**src/rtl/mux_sel_arbiter.sv**
```systemverilog
// Two-requester round-robin arbiter driving the select of a downstream 2:1 mux.
// A hold counter bounds grant tenure under contention so neither source starves.
module mux_sel_arbiter #(
    parameter int MAX_HOLD = 8,
    parameter int CW       = 4
) (
    input  logic       clk,
    input  logic       rst,
    input  logic [1:0] req,
    output logic       s,
    output logic [1:0] gnt,
    output logic       busy,
    output logic       preempt
);

    typedef enum logic [1:0] {
        IDLE   = 2'd0,
        GRANT0 = 2'd1,
        GRANT1 = 2'd2
    } state_t;

    localparam logic [CW-1:0] CNT_MAX = CW'(MAX_HOLD - 1);

    state_t        state_reg, state_next;
    logic [CW-1:0] cnt_reg, cnt_next;
    logic          last_reg, last_next;
    logic          s_next;
    logic          preempt_next;
    logic [1:0]    gnt_next;
    logic          grant_en;
    logic          grant_idx;
    logic          own;
    logic          other;

    always_comb begin
        state_next   = state_reg;
        cnt_next     = cnt_reg;
        last_next    = last_reg;
        s_next       = s;
        preempt_next = 1'b0;
        grant_en     = 1'b0;
        grant_idx    = 1'b0;
        own          = (state_reg == GRANT1);
        other        = ~own;

        case (state_reg)
            IDLE: begin
                if (req != 2'b00) begin
                    grant_en  = 1'b1;
                    // On a tie the source that did not win last time goes first.
                    grant_idx = (req == 2'b11) ? ~last_reg : req[1];
                end
            end
            GRANT0, GRANT1: begin
                if (!req[own]) begin
                    if (req[other]) begin
                        grant_en  = 1'b1;
                        grant_idx = other;
                    end else begin
                        state_next = IDLE;
                    end
                end else if (req[other] && cnt_reg == CNT_MAX) begin
                    grant_en     = 1'b1;
                    grant_idx    = other;
                    preempt_next = 1'b1;
                end else if (cnt_reg != CNT_MAX) begin
                    cnt_next = cnt_reg + 1'b1;
                end
            end
            default: state_next = IDLE;
        endcase

        if (grant_en) begin
            state_next = grant_idx ? GRANT1 : GRANT0;
            cnt_next   = '0;
            last_next  = grant_idx;
            s_next     = grant_idx;
        end
    end

    // Grant lines are decoded from the next state so they register alongside it.
    for (genvar gi = 0; gi < 2; gi++) begin : g_gnt
        assign gnt_next[gi] = (state_next == ((gi == 0) ? GRANT0 : GRANT1));
    end

    always_ff @(posedge clk or posedge rst) begin
        if (rst) begin
            state_reg <= IDLE;
            cnt_reg   <= '0;
            last_reg  <= 1'b1;
            s         <= 1'b0;
            gnt       <= 2'b00;
            busy      <= 1'b0;
            preempt   <= 1'b0;
        end else begin
            state_reg <= state_next;
            cnt_reg   <= cnt_next;
            last_reg  <= last_next;
            s         <= s_next;
            gnt       <= gnt_next;
            busy      <= |gnt_next;
            preempt   <= preempt_next;
        end
    end

endmodule

```
**config.mk**
```make
export PLATFORM = sky130hd
export DESIGN_NAME = mux_sel_arbiter
export DESIGN_NICKNAME = d
export VERILOG_FILES = /design/src/rtl/mux_sel_arbiter.sv
export SDC_FILE = /design/constraint.sdc
export NUM_CORES = 1
export LEC_CHECK = 0
export BUFFER_PORTS_ARGS = -buffer_cell sky130_fd_sc_hd__buf_2
export CAP_MARGIN = 20
export CORE_MARGIN = 2
export CORE_UTILIZATION = 45
export CTS_BUF_LIST = sky130_fd_sc_hd__clkbuf_8
export CTS_CLUSTER_SIZE = 8
export DETAILED_ROUTE_END_ITERATION = 7
export PLACE_DENSITY = 0.62
export SLEW_MARGIN = 20
export SYNTH_ARGS = -nofsm -noshare
export SYNTH_HDL_FRONTEND = slang
export SYNTH_SLANG_ARGS = --single-unit
```
**constraint.sdc**
```tcl
create_clock -name clk -period 2.7 [get_ports clk]
set_input_delay 0 -clock clk [delete_from_list [all_inputs] [get_ports clk]]
set_output_delay 0 -clock clk [all_outputs]
set_load 0.05 [all_outputs]
```
==> key figures <==
Global routing
  • Largest net degree at the start of global routing: 13
  • Total gr overflow: 0
  • Initial antenna violation count: 0
  • Vias in the first global route: 515
  • First-pass GRT wire length: 2152 um
  • Total Routing Usage GR: 0.1474

Synth
  • Distinct cells, synth: 30
  • Post-Synth Adder-Cell Area: 0.1199
  • Mean Syn Cell Area: 11.42 sq um
  • Synth Area in XOR/XNOR: 0.02397
  • Mapped Area: 730.7 sq um
  • Post-synthesis simple-gate area fraction: 0.1387
  • Multiplexer share of the synthesized area: 0.07534
  • Syn. warnings: 0
  • FF+latch count, synth: 12
  • Post-synthesis sequential area ratio: 0.4127
  • Compound-Gate Fraction of Synth Area: 0.2038
  • Post-Synthesis Net Count: 75
  • Main combinational cell family by area after synthesis: compound AO/OA/AOI/OAI gates
  • Synth Instances: 64

Drt
  • Total number of vias: 490
  • Wire length per cell: 12.08 um
  • Via/cell ratio: 5.269
  • Drt first pass iters: 3
  • Final ANT Viol Nets: 0
  • DRC violation count after routing: 0
  • Drt total wl: 1123 um
  • Detailed Route Iter0 Violations: 3

Place
  • Port buffer count: 8
  • Hpwl dp: 872.3 um
  • Placed cells: 88
  • Post-DP Area: 790.8 sq um
  • Worst slack at placement: 0.4875 ns
  • Gpl congestion: 0.7109

Die
  • Chip width: 44.30 um
  • Core box area: 0.001506 sq mm
  • Initial core utilization: 0.4850
  • # IOs: 9
  • Die area: 0.001962 sq mm
  • Die height: 44.30 um
  • Core Rows: 14

Power
  • Sw Ratio: 0.4337
  • Int Pwr: 0.0005912 W
  • P_sw: 0.0004527 W
  • Total power: 0.001044 W
  • Pwr dens: 1234 mW/mm^2
  • Clock share of power: 0.151
  • Maximum vdd drop: 0.8366 mV
  • Leak: 0.4289 nW
  • Register share of total power: 0.271
  • Comb pwr share: 0.578

STA
  • Setup Viol. Count Final: 0
  • Worst Max-Slew Pin Slew: 0.5140 ns
  • Hold Fails Final Rpt: 0
  • Final Max Tran Viols: 0
  • Final period utilization: 0.8155
  • Slew HR: 0.6542
  • Period minus WS final: 2.202 ns
  • RSZ-0062 raised after global routing: no
  • Peak Freq: 454.2 MHz
  • Final worst slack: 0.4983 ns
  • Sum of negative setup slack: 0 ns
  • Worst Skew: 0.003119 ns

Run status
  • Outcome: completed

Cells and area
  • Layout Cells excl Fill: 93
  • Fraction of layout cells with a size suffix above 1: 0.2338
  • Synthesis-to-finish area growth: 15.75%
  • Fin nets: 89
  • Final Cell Area: 845.8 sq um
  • Antenna Cells: 0
  • Max reg flops: 4

Worst setup path
  • CP Max Fanout: 7
  • CP Class: reg -> reg
  • Crit path cell chain: inv_1 > ha_1 > mux2_4 > a211oi_4 > o2bb2ai_4 > o21ba_1 > ha_1 > inv_1
  • Critical Path Max Stage Delay: 0.37 ns
  • Critical path capture point type: register
  • Arr. time, crit path: 2.33 ns
  • Crit path required time: 2.83 ns
  • Slowest library cell on the worst path: dfrtp_1
  • Critical Path Start Type: register

Clocking
  • H-tree levels: 1
  • CTS Buf Count: 3
  • CTS Sinks: 12
  • Clk slew on worst S/H paths: 0.05 ns
  • CTS tree: yes
  • Clk buf depth: 2
  • Clock Latency Late Sink: 0.23 ns
  • Root Buffer: clkbuf_8

Run
  • Maxcap violations: 0

Hold path
  • Worst Hold Class: in -> reg
-- final cells by class --
type | instances | area [sq um]
Fill cell | 133 | 660.6
Multi-Input combinational cell | 47 | 410.4
Sequential cell | 12 | 301.5
Timing Repair Buffer | 9 | 50.05
Clock buffer | 3 | 41.29
Tap cell | 16 | 20.02
Inverter | 5 | 18.77
Clock inverter | 1 | 3.754
-- path summary, 6_finish.rpt --
kind | from | end | slack, ns | cells past startpoint
min in group asynchronous | rst | cnt_reg[1]$_DFFE_PP0P_ | 0.32 | 3
setup reg to reg | state_reg[0]$_DFF_PP0_ | busy$_DFF_PP0_ | 0.50 | 8
setup / recovery | state_reg[0]$_DFF_PP0_ | busy$_DFF_PP0_ | 0.50 | 8
hold / removal | req[0] | preempt$_DFF_PP0_ | 0.17 | 3
max in group asynchronous | rst | last_reg$_DFFE_PP1P_ | 2.04 | 3
hold reg to reg | s$_DFFE_PP0P_ | s$_DFFE_PP0P_ | 0.48 | 1
-- cell usage in the layout (no fill, tap or decap) --
cell type / count
a211oi_1: 1
a211oi_4: 1
a21o_1: 2
a21oi_1: 1
a31o_2: 1
a31oi_1: 1
and2_1: 1
and3_1: 1
buf_2: 8
clkbuf_8: 3
dfrtp_1: 11
dfstp_2: 1
dlygate4sd3_1: 1
ha_1: 7
inv_1: 6
mux2_4: 1
mux2i_1: 4
nand2_1: 2
nand3_1: 3
nand3b_1: 1
nand4_1: 1
nor2_1: 5
nor3_1: 1
nor4_1: 2
o21a_1: 1
o21ba_1: 2
o21ba_4: 1
o21bai_1: 2
o2bb2ai_4: 1
or2b_1: 1
or3b_2: 1
xnor2_1: 1
xor2_1: 1
-- per-stage QoR --
stage	utilization	hold WS, ns
6_report	0.5615	0.1669
2_1_floorplan	-	-0.1360
3_3_place_gp	0.5249	0.01734
5_1_grt	0.5615	0.2191
4_1_cts	0.5615	0.1701
3_5_place_dp	0.5249	0.02403
-- worst max-delay path: cells and delay by family (launching register included) --
kind	cells	cell delay, ns
AOI/OAI and AO/OA	3	0.72
adders and majority gates	2	0.51
muxes	1	0.35
buffers and inverters	2	0.15
DFF	1	0.37
-- cells in the mapped netlist --
master	instances	share of area
a211oi_1	1	0.010
a211oi_4	1	0.027
a21o_1	2	0.021
a21oi_1	1	0.0068
a31o_2	1	0.012
a31oi_1	1	0.0086
and2_1	1	0.0086
and3_1	1	0.0086
dfrtp_1	11	0.38
dfstp_2	1	0.036
ha_1	7	0.12
inv_1	5	0.026
mux2_4	1	0.021
mux2i_1	4	0.055
nand2_1	2	0.010
nand3_1	3	0.021
nand3b_1	1	0.010
nand4_1	1	0.0086
nor2_1	5	0.026
nor3_1	1	0.0068
nor4_1	2	0.017
o21a_1	1	0.010
o21ba_1	2	0.027
o21ba_4	1	0.022
o21bai_1	2	0.021
o2bb2ai_4	1	0.038
or2b_1	1	0.010
or3b_2	1	0.012
xnor2_1	1	0.012
xor2_1	1	0.012
-- cells by family after synthesis --
group	count (synthesis)
AO/OA/AOI/OAI	14
multiplexers	5
XOR/XNOR	2
buffers and inverters	5
flip-flops	12
AND/OR/NAND/NOR	19
adder cells (fa/ha/maj)	7
-- layer usage --
layer | wire length, um | track usage | share of wire
met1 | 600 | 0.2068 | 0.53
met3 | 27 | 0.01633 | 0.024
met5 | 0 | 0 | 0
met4 | 8 | 0.07879 | 0.0071
met2 | 486 | 0.2235 | 0.43
-- power groups by stage --
stage	Sequential, W	Combinational, W	Clock [W]
after global placement	0.000285	0.000604	0
final	0.000283	0.000604	0.000157
after floorplan	0.000373	0.000410	0
after detailed placement	0.000286	0.000605	0
after global routing	0.000291	0.000678	0.000171
after CTS	0.000284	0.000613	0.000160
-- timing repair --
item	CTS	global route
buffers inserted	0	0
resized for setup	0	0
hold buffers	1	0
hold endpoints to repair	11	0
Power figures use the tool's default switching activity.
